===== src/rtl/elevator_controller_if.sv =====
`default_nettype none
// ============================================================================
//  Module   : elevator_controller_if
//  Brief    : Request/clear handshake between the button latch and the car
//             controller. Latch drives active_*, controller returns inactive_*.
//  Revision : 1.0 - initial release
// ============================================================================
interface elevator_controller_if #(
    parameter int BUTTONS_WIDTH = 8
);
    logic [BUTTONS_WIDTH-1:0] active_in_levels;
    logic [BUTTONS_WIDTH-1:0] active_out_up_levels;
    logic [BUTTONS_WIDTH-1:0] active_out_down_levels;
    logic [BUTTONS_WIDTH-1:0] inactive_in_levels;
    logic [BUTTONS_WIDTH-1:0] inactive_out_up_levels;
    logic [BUTTONS_WIDTH-1:0] inactive_out_down_levels;

    modport master (
        output active_in_levels,
        output active_out_up_levels,
        output active_out_down_levels,
        input  inactive_in_levels,
        input  inactive_out_up_levels,
        input  inactive_out_down_levels
    );

    modport slave (
        input  active_in_levels,
        input  active_out_up_levels,
        input  active_out_down_levels,
        output inactive_in_levels,
        output inactive_out_up_levels,
        output inactive_out_down_levels
    );
endinterface
`default_nettype wire


===== src/rtl/elevator_controller.sv =====
`default_nettype none
// ============================================================================
//  Module   : elevator_controller
//  Brief    : SCAN car-motion controller; retires serviced requests with a
//             one-cycle clear pulse on entry to the door-open state.
//  Revision : 1.0 - initial release
// ============================================================================
module elevator_controller #(
    parameter int BUTTONS_WIDTH = 8,
    parameter int FLOOR_W       = 3,
    parameter int MOVE_CYCLES   = 16,
    parameter int DOOR_CYCLES   = 8
) (
    input  wire logic              clk,
    input  wire logic              reset,
    elevator_controller_if.slave   bus,
    output logic [FLOOR_W-1:0]     current_floor,
    output logic                   dir_up,
    output logic                   moving,
    output logic                   door_open
);

    localparam logic [1:0] c_IDLE   = 2'd0;
    localparam logic [1:0] c_MOVE   = 2'd1;
    localparam logic [1:0] c_ARRIVE = 2'd2;
    localparam logic [1:0] c_DOOR   = 2'd3;

    localparam int c_CNT_MAX = (MOVE_CYCLES > DOOR_CYCLES) ? MOVE_CYCLES : DOOR_CYCLES;
    localparam int c_CNT_W   = $clog2(c_CNT_MAX + 1);

    localparam logic [c_CNT_W-1:0]       c_MOVE_LAST = c_CNT_W'(MOVE_CYCLES - 1);
    localparam logic [c_CNT_W-1:0]       c_DOOR_LAST = c_CNT_W'(DOOR_CYCLES - 1);
    localparam logic [c_CNT_W-1:0]       c_CNT_ONE   = c_CNT_W'(1);
    localparam logic [FLOOR_W-1:0]       c_FLOOR_ONE = FLOOR_W'(1);
    localparam logic [BUTTONS_WIDTH-1:0] c_BIT0      = BUTTONS_WIDTH'(1);

    logic [1:0]               r_state;
    logic [FLOOR_W-1:0]       r_floor;
    logic                     r_dir_up;
    logic [c_CNT_W-1:0]       r_cnt;
    logic [BUTTONS_WIDTH-1:0] r_clr_in;
    logic [BUTTONS_WIDTH-1:0] r_clr_up;
    logic [BUTTONS_WIDTH-1:0] r_clr_dn;

    logic [1:0]               w_state_nxt;
    logic [FLOOR_W-1:0]       w_floor_nxt;
    logic                     w_dir_nxt;
    logic [c_CNT_W-1:0]       w_cnt_nxt;
    logic [BUTTONS_WIDTH-1:0] w_clr_in_nxt;
    logic [BUTTONS_WIDTH-1:0] w_clr_up_nxt;
    logic [BUTTONS_WIDTH-1:0] w_clr_dn_nxt;

    logic [BUTTONS_WIDTH-1:0] w_req;
    logic [BUTTONS_WIDTH-1:0] w_onehot;
    logic                     w_above;
    logic                     w_below;
    logic                     w_ahead;
    logic                     w_here_in;
    logic                     w_here_up;
    logic                     w_here_dn;
    logic                     w_match;
    logic                     w_opp;
    logic                     w_take_opp;
    logic                     w_stop;
    logic                     w_serve;

    // Request summary relative to the current floor
    always_comb begin
        w_req   = bus.active_in_levels | bus.active_out_up_levels | bus.active_out_down_levels;
        w_above = 1'b0;
        w_below = 1'b0;
        for (int i = 0; i < BUTTONS_WIDTH; i++) begin
            if (i > int'(r_floor)) w_above = w_above | w_req[i];
            if (i < int'(r_floor)) w_below = w_below | w_req[i];
        end
        w_ahead    = r_dir_up ? w_above : w_below;
        w_here_in  = bus.active_in_levels[r_floor];
        w_here_up  = bus.active_out_up_levels[r_floor];
        w_here_dn  = bus.active_out_down_levels[r_floor];
        w_match    = r_dir_up ? w_here_up : w_here_dn;
        w_opp      = r_dir_up ? w_here_dn : w_here_up;
        w_take_opp = w_opp & ~w_ahead & ~w_match;
        // An opposite-direction call with work still ahead is not servable
        // here; IDLE then moves on instead of cycling the door forever.
        w_stop     = w_here_in | w_match | w_take_opp;
        w_serve    = ((r_state == c_IDLE) || (r_state == c_ARRIVE)) && w_stop;
        w_onehot   = c_BIT0 << r_floor;
    end

    always_ff @(posedge clk or negedge reset) begin
        if (!reset) begin
            r_state  <= c_IDLE;
            r_floor  <= '0;
            r_dir_up <= 1'b1;
            r_cnt    <= '0;
            r_clr_in <= '0;
            r_clr_up <= '0;
            r_clr_dn <= '0;
        end else begin
            r_state  <= w_state_nxt;
            r_floor  <= w_floor_nxt;
            r_dir_up <= w_dir_nxt;
            r_cnt    <= w_cnt_nxt;
            r_clr_in <= w_clr_in_nxt;
            r_clr_up <= w_clr_up_nxt;
            r_clr_dn <= w_clr_dn_nxt;
        end
    end

    always_comb begin
        w_state_nxt  = r_state;
        w_floor_nxt  = r_floor;
        w_dir_nxt    = r_dir_up;
        w_cnt_nxt    = r_cnt;
        w_clr_in_nxt = '0;
        w_clr_up_nxt = '0;
        w_clr_dn_nxt = '0;

        case (r_state)
            c_IDLE: begin
                if (w_stop) begin
                    w_state_nxt = c_DOOR;
                end else if (w_ahead) begin
                    w_state_nxt = c_MOVE;
                    w_cnt_nxt   = '0;
                end else if (w_above) begin
                    w_dir_nxt   = 1'b1;
                    w_state_nxt = c_MOVE;
                    w_cnt_nxt   = '0;
                end else if (w_below) begin
                    w_dir_nxt   = 1'b0;
                    w_state_nxt = c_MOVE;
                    w_cnt_nxt   = '0;
                end
            end
            c_MOVE: begin
                if (r_cnt == c_MOVE_LAST) begin
                    w_floor_nxt = r_dir_up ? (r_floor + c_FLOOR_ONE) : (r_floor - c_FLOOR_ONE);
                    w_state_nxt = c_ARRIVE;
                    w_cnt_nxt   = '0;
                end else begin
                    w_cnt_nxt   = r_cnt + c_CNT_ONE;
                end
            end
            c_ARRIVE: begin
                if (w_stop) begin
                    w_state_nxt = c_DOOR;
                end else if (w_ahead) begin
                    w_state_nxt = c_MOVE;
                    w_cnt_nxt   = '0;
                end else begin
                    w_state_nxt = c_IDLE;
                end
            end
            default: begin
                if (r_cnt == c_DOOR_LAST) begin
                    w_state_nxt = c_IDLE;
                    w_cnt_nxt   = '0;
                end else begin
                    w_cnt_nxt   = r_cnt + c_CNT_ONE;
                end
            end
        endcase

        // Service: clear car call, the hall call in travel direction, and the
        // opposite one only when it is the last thing to do here (with a flip).
        if (w_serve) begin
            w_cnt_nxt    = '0;
            w_clr_in_nxt = w_here_in ? w_onehot : '0;
            w_clr_up_nxt = (r_dir_up ? w_match : w_take_opp) ? w_onehot : '0;
            w_clr_dn_nxt = (r_dir_up ? w_take_opp : w_match) ? w_onehot : '0;
            w_dir_nxt    = r_dir_up ^ w_take_opp;
        end
    end

    always_comb begin
        current_floor                = r_floor;
        dir_up                       = r_dir_up;
        moving                       = (r_state == c_MOVE);
        door_open                    = (r_state == c_DOOR);
        bus.inactive_in_levels       = r_clr_in;
        bus.inactive_out_up_levels   = r_clr_up;
        bus.inactive_out_down_levels = r_clr_dn;
    end

endmodule
`default_nettype wire

===== src/flat_wrapper.sv =====
// flat-port wrapper written by rule: the top's interface ports become plain ports
module elevator_controller_flat 
#(
    parameter int BUTTONS_WIDTH = 8,
    parameter int FLOOR_W       = 3,
    parameter int MOVE_CYCLES   = 16,
    parameter int DOOR_CYCLES   = 8
)
  (clk, reset, current_floor, dir_up, moving, door_open, bus_active_in_levels, bus_active_out_up_levels, bus_active_out_down_levels, bus_inactive_in_levels, bus_inactive_out_up_levels, bus_inactive_out_down_levels);
  elevator_controller_if #(.BUTTONS_WIDTH(BUTTONS_WIDTH)) bus_i ();
  input  wire logic clk;
  input  wire logic reset;
  output logic [FLOOR_W-1:0] current_floor;
  output logic dir_up;
  output logic moving;
  output logic door_open;
  input wire logic [$bits(bus_i.active_in_levels)-1:0] bus_active_in_levels;
  input wire logic [$bits(bus_i.active_out_up_levels)-1:0] bus_active_out_up_levels;
  input wire logic [$bits(bus_i.active_out_down_levels)-1:0] bus_active_out_down_levels;
  output wire logic [$bits(bus_i.inactive_in_levels)-1:0] bus_inactive_in_levels;
  output wire logic [$bits(bus_i.inactive_out_up_levels)-1:0] bus_inactive_out_up_levels;
  output wire logic [$bits(bus_i.inactive_out_down_levels)-1:0] bus_inactive_out_down_levels;
  assign bus_i.active_in_levels = bus_active_in_levels;
  assign bus_i.active_out_up_levels = bus_active_out_up_levels;
  assign bus_i.active_out_down_levels = bus_active_out_down_levels;
  assign bus_inactive_in_levels = bus_i.inactive_in_levels;
  assign bus_inactive_out_up_levels = bus_i.inactive_out_up_levels;
  assign bus_inactive_out_down_levels = bus_i.inactive_out_down_levels;
  elevator_controller #(.BUTTONS_WIDTH(BUTTONS_WIDTH), .FLOOR_W(FLOOR_W), .MOVE_CYCLES(MOVE_CYCLES), .DOOR_CYCLES(DOOR_CYCLES)) u_core (.clk(clk), .reset(reset), .bus(bus_i), .current_floor(current_floor), .dir_up(dir_up), .moving(moving), .door_open(door_open));
endmodule

===== config.mk =====
export PLATFORM = sky130hd
export DESIGN_NAME = elevator_controller_flat
export DESIGN_NICKNAME = d
export VERILOG_FILES = /design/src/rtl/elevator_controller_if.sv /design/src/rtl/elevator_controller.sv /design/src/flat_wrapper.sv
export SDC_FILE = /design/constraint.sdc
export NUM_CORES = 1
export LEC_CHECK = 0
export ABC_AREA = 1
export ABC_CLOCK_PERIOD_IN_PS = 1800
export CORE_UTILIZATION = 45
export DETAILED_ROUTE_END_ITERATION = 8
export HOLD_SLACK_MARGIN = 0.06
export PLACE_DENSITY = 0.77
export SETUP_SLACK_MARGIN = 0.15
export SKIP_LAST_GASP = 1
export SLEW_MARGIN = 5
export SYNTH_ARGS = -nofsm -noshare
export SYNTH_HDL_FRONTEND = slang
export SYNTH_SLANG_ARGS = --single-unit

===== constraint.sdc =====
create_clock -name clk -period 1.8 [get_ports clk]
set_clock_uncertainty 0.1 [all_clocks]
set_input_delay 0.36 -clock clk [delete_from_list [all_inputs] [get_ports clk]]
set_output_delay 0.36 -clock clk [all_outputs]
set_load 0.1 [all_outputs]

After elaboration in Yosys (flattened, before gate mapping)
Index checks and enable logic that the tools add are counted.
{ "word_totals": {"regBits": 35, "in_bits": 26, "out_inout_bits": 30, "wordCells": 127} }
{ "op_classes": {"addsub": 3, "order_cmp": 15, "n_eq_ne": 13, "n_shift": 1, "muxes": 57, "n_bitwise": 21, "n_reduce_logical": 10} }
{ "ops": {"columns": ["operator", "n"], "rows": [
  ["$mux W8", 6],
  ["$mux W5", 9],
  ["$mux W1", 29],
  ["$or A8 B8 Y8", 2],
  ["$pmux W5 S3", 1],
  ["$mux W2", 7],
  ["$or A1 B1 Y1", 14],
  ["$gt A3 B3 Y1 const A", 4],
  ["$ne A5 B1 Y1 const B", 2],
  ["$bmux W1 S3", 3],
  ["$lt A3 B3 Y1 const A", 3],
  ["$reduce_and A4 Y1", 2],
  ["$shl A1 B3 Y8 const A", 1],
  ["$gt A2 B3 Y1 const A", 2],
  ["$lt A1 B3 Y1 const A", 2],
  ["$lt A2 B3 Y1 const A", 2],
  ["$ne A3 B3 Y1 const B", 2],
  ["$pmux W2 S3", 1],
  ["$add A5 B1 Y5 const B", 1],
  ["$eq A5 B3 Y1 const B", 1],
  ["$eq A5 B4 Y1 const B", 1],
  ["$eq A2 B2 Y1 const B", 2],
  ["$lt A3 B4 Y1 const B", 1],
  ["$ne A2 B2 Y1 const B", 2],
  ["18 further kinds", 20]
]} }

Longest topological paths before layout
{ "logic_depth": {"ltp_word": 23, "mapped_depth": 15, "mapped_depth_nobuf": 15} }

Worst setup path after synthesis
No wires, ideal clock.
{ "synth_path": {"path_kind": "register to register", "from": "register u_core.r_state[0]", "to": "register u_core.r_cnt[0]", "setup_time_ps": 65, "arrival_time_ps": 2578, "required_ps": 1635, "slack_ps": -943, "path_stages_with_launch": 8, "n_path_buf": 0, "synth_period_minus_slack_ps": 2743, "path_cell_list": "dfrtp_1 inv_1 nor2_1 inv_1 nor2_1 nor2_1 or2_2 nand2_1"} }
{ "synth_between": {"elab_cells_between_ends": 12, "classes_between": "eq/ne (6); mux (2); reduce/logical (4)"} }
{ "synth_rtl": {"columns": ["item", "line_no", "rtl"], "rows": [
  ["start, declared", "elevator_controller.sv:37", "logic [1:0] r_state;"],
  ["start signal, assigned", "elevator_controller.sv:92", "r_state <= c_IDLE;"],
  ["start signal, assigned", "elevator_controller.sv:100", "r_state <= w_state_nxt;"],
  ["$eq A2 B1 Y1", null, null],
  ["named net moving", "flat_wrapper.sv:15", "output logic moving;"],
  ["$pmux W5 S3", "elevator_controller.sv:119", "case (r_state)"],
  ["$mux W5", "elevator_controller.sv:167", "if (w_serve) begin"],
  ["end signal, assigned", "elevator_controller.sv:103", "r_cnt <= w_cnt_nxt;"],
  ["end, declared", "elevator_controller.sv:40", "logic [c_CNT_W-1:0] r_cnt;"]
]} }
The timed path passes the listed nets, and every way through them passes these cells.
A chain may end at the register's enable or synchronous reset.

Final worst setup path
{ "layout_path": {"from": "register u_core.r_floor[1] (netlist: u_core.current_floor[1])", "to": "register u_core.r_clr_in[2] (netlist: u_core.bus.inactive_in_levels[2])"} }
{ "layout_between": {"elab_chain_len": 21, "elab_cells_between_ends": 59, "classes_between": "order compare (14); shift (1); mux (25); bitwise (18); reduce/logical (1)"} }
{ "layout_lines": {"columns": ["item", "line_no", "rtl"], "rows": [
  ["start, declared", "elevator_controller.sv:38", "logic [FLOOR_W-1:0] r_floor;"],
  ["start signal, assigned", "elevator_controller.sv:101", "r_floor <= w_floor_nxt;"],
  ["$lt A1 B3 Y1 or $gt A1 B3 Y1 (tied branches)", "elevator_controller.sv:74, elevator_controller.sv:73", null],
  ["$mux W1 (on tied branches)", "elevator_controller.sv:74, elevator_controller.sv:73", null],
  ["$or A1 B1 Y1 (on tied branches)", "elevator_controller.sv:74, elevator_controller.sv:73", null],
  ["$mux W1 (on tied branches)", "elevator_controller.sv:74, elevator_controller.sv:73", null],
  ["$or A1 B1 Y1 (on tied branches)", "elevator_controller.sv:74, elevator_controller.sv:73", null],
  ["$mux W1 (on tied branches)", "elevator_controller.sv:74, elevator_controller.sv:73", null],
  ["$or A1 B1 Y1 (on tied branches)", "elevator_controller.sv:74, elevator_controller.sv:73", null],
  ["$mux W1 (on tied branches)", "elevator_controller.sv:74, elevator_controller.sv:73", null],
  ["(+5 left out)", null, null],
  ["$mux W1 (on tied branches)", "elevator_controller.sv:74, elevator_controller.sv:73", null],
  ["$mux W1", "elevator_controller.sv:76", "w_ahead = r_dir_up ? w_above : w_below;"],
  ["$not A1 Y1", "elevator_controller.sv:82", "w_take_opp = w_opp & ~w_ahead & ~w_match;"],
  ["$and A1 B1 Y1 (2 in series)", "elevator_controller.sv:82", null],
  ["$or A1 B1 Y1", "elevator_controller.sv:85", "w_stop = w_here_in | w_match | w_take_opp;"],
  ["$logic_and A1 B1 Y1", "elevator_controller.sv:86", "w_serve = ((r_state == c_IDLE) || (r_state == c_ARRIVE)) && w_stop;"],
  ["$mux W8 *", "elevator_controller.sv:167", null],
  ["named net u_core.w_clr_in_nxt[2]", "elevator_controller.sv:49", "logic [BUTTONS_WIDTH-1:0] w_clr_in_nxt;"],
  ["end signal, assigned", "elevator_controller.sv:104", "r_clr_in <= w_clr_in_nxt;"],
  ["end, declared", "elevator_controller.sv:41", "logic [BUTTONS_WIDTH-1:0] r_clr_in;"]
]} }
Mark *: on every way through the listed nets, which the timed path passes. The rest lies on a longest branch. The select of a mux whose other input is x is not followed.

==> impl_metrics.ini <==
[synth]
ys_types = 30
yosys_warnings = 0
syn_area_per_cell_um2 = 7.05
synth_top_area_frac = 0.379
netlist_instances = 318
synth-seq-cells = 35
synth_top_family_by_area = simple AND/OR/NAND/NOR gates
muxShareOfSynthArea = 0
post_synth_instance_area_um2 = 2240
synth_simple_gate_area_share = 0.371
synth-edff-count = 0
yosys.area.top_type = dfrtp_1
ys_top_cells_by_count = 107 x nand2_1, 42 x inv_1, 41 x nor2_1, 34 x dfrtp_1, 20 x nand3_1
yosys-top-cells-area = dfrtp_1 38%, nand2_1 18%, inv_1 7.0%
synthAdderAreaFrac = 0.0558
ys_seq_area_frac = 0.391
synth_compound_area_frac = 0.0658
synth.net_count = 354
ys.flop_type = dfrtp_1
async_reset_ff_frac = 1.00
synth_most_common_cell = nand2_1
synth_xor_area_frac = 0.0117

[detailed_routing]
via_count = 3038
drc = 0
drtIter0Drc = 402
postRouteAntennaNets = 0
drtPass1Iterations = 5
totalWireLength_um = 11100
vias_per_cell = 6.06
wl_per_cell_um = 22.2

[critical_path]
cpPeakStageDelay_ps = 530
path_buf_inv = 3
startpoint_type = register
critPathSlowestCell = dfrtp_4
cp_max_fo = 8
crit_family = simple AND/OR/NAND/NOR gates
worstSetupPathType = reg2reg
crit_path_frequent_cell = nand2_4
crit_chain = buf_6 > inv_8 > ha_4 > nand2_4 > nand2_2 > nand2_1 > nand2_1 > nand4_1 > nand2_4 > nand2_4 > nand2_2 > nand2_4 > inv_8 > nand2_4 > nor2_1
cp.arrival_ps = 2570
critPathRequiredTime_ps = 1910
endpoint_kind = register

[timing]
worst_pin_slew_ps = 448
final.setup.worst_slack_ps = -659
max_freq_mhz = 407
slew_headroom = 0.700
finalCriticalPeriod_ps = 2460
finalHoldViolCount = 0
setup_viol = 35
finalCritPeriodShare = 1.37
slew_viol_final = 0
grt_setup_unrepaired = true

[global_route]
antenna_found_initial = 0
grt_pass1_vias = 2692
grt_pass1_wl_um = 12800
gr-total-overflow = 0
grt_max_degree = 36
grt_usage = 0.326

[status]
violations = setup timing
status = finished, violations left

[die]
start_util = 0.472
die_h_um = 72.6
pin_count = 56
num_rows = 25
die_w_um = 72.6
core_area_um2 = 4750
die_area_um2 = 5270

[power_and_ir_drop]
p_leak_nw = 2.10
ir_worst_vdd_uv = 822
power_density_nw_per_um2 = 921

[clock_tree]
root_buffer = clkbuf_8
ctsHtreeMaxLevel = 2
cts_tree = done
clock-sinks = 35
numCtsBuffers = 5
cts.path.max_buffers = 2
cts.clk_slew.worst_paths_ps = 80
clkLatencyLatePin_ps = 310

[placement]
dp_hpwl_um = 4780
dp_slack_ps = -471
gp_congestion = 0.911
port_buffers = 55
dpl.cell_count = 468

[cells_and_area]
layout-drive-gt1-share = 0.463
fin_nets = 469
area.growth.synth_to_final_pct = 89.4
antenna_cells = 0
fin_cells = 501

[min_path]
hold_class = in2async

[run]
maxCapViolCount = 0
-- through the flow --
| step | cell area (um^2) | TNS [ps] | util | hold WS (ps) | power (mW) |
|---|---|---|---|---|---|
| finish | 4250 | -18210 | 0.893 | 319 | 3.91 |
| CTS | 3850 | -8900 | 0.810 | 344 | 3.53 |
| global route | 4250 | -19390 | 0.893 | 347 | 4.01 |
| global placement | 3510 | -10900 | 0.738 | 385 | 2.64 |
| detailed placement | 3510 | -12680 | 0.738 | 400 | 2.68 |
| floorplan | 2350 | -9890 | - | -35.6 | 2.04 |
-- path summary, 6_finish.rpt --
kind	start	cells after the start	slack [ps]	end
min in group clk	u_core.r_cnt[1]$_DFFE_PN0P_	2	450	u_core.r_cnt[1]$_DFFE_PN0P_
worst min-delay path	reset	2	320	u_core.bus.inactive_out_down_levels[6]$_DFF_PN0_
worst max register to register	u_core.current_floor[1]$_DFFE_PN0P_	15	-660	u_core.bus.inactive_in_levels[2]$_DFF_PN0_
max in group asynchronous	reset	2	1020	u_core.dir_up$_DFFE_PN1P_
worst min register to register	u_core.r_cnt[1]$_DFFE_PN0P_	2	450	u_core.r_cnt[1]$_DFFE_PN0P_
worst max-delay path	u_core.current_floor[1]$_DFFE_PN0P_	15	-660	u_core.bus.inactive_in_levels[2]$_DFF_PN0_
-- timing repair --
action | CTS | global route
buffers inserted | 12 | 12
cloned | 0 | 1
pin swaps | 20 | 33
endpoints found under the setup margin | 35 | 39
hold buffers | 0 | 0
gates resized for setup | 38 | 71
-- sequential cells by signal (all words and copies together), names as in the netlist --
register	flops
u_core.bus.inactive_in_levels	8
u_core.bus.inactive_out_down_levels	8
u_core.bus.inactive_out_up_levels	8
u_core.r_cnt	5
u_core.current_floor	3
u_core.r_state	2
u_core.dir_up	1
-- area by class of cell --
type	count	area, um^2
inverter	44	195
tap	67	83.8
multi-input combinational	231	1530
sequential	35	892
fill	180	508
clock buffer	6	82.6
clock inverter	2	35.0
timing repair buffer	116	1430
-- logic make-up after synthesis --
kind of cell / after synthesis
buf+inv: 52
xor+xnor: 3
simple gates: 193
fa+ha+maj: 10
compound gates: 25
flops: 35
-- power breakdown --
part | leakage (nW) | internal (mW) | switching (mW)
combinational | 1.57 | 0.731 | 1.37
clock | 0.0612 | 0.449 | 0.347
sequential | 0.471 | 0.893 | 0.124
-- metal layers --
metal,global-route usage,up-vias,wire length [um]
li1,-,1215,-
met1,0.364,1386,3810
met2,0.559,337,5060
met3,0.0773,100,1340
met4,0.209,0,925
met5,0,-,0
-- layout by cell type, fill, tap and decap left out, types with 4 or more instances in the layout --
master and count:
nor2_2 6, a21oi_1 9, nand3_2 16, clkbuf_8 6, ha_4 5, inv_2 4, clkdlybuf4s50_1 25, dfrtp_1 31
buf_4 44, nor2_1 31, nor2_4 7, nand3_1 5, nand2_1 68, inv_1 36, buf_12 35, nand2_4 14
nand4_1 7, buf_6 11, nand2_2 31, o21ai_0 9
Note: power is estimated with default switching activity, not from simulation.
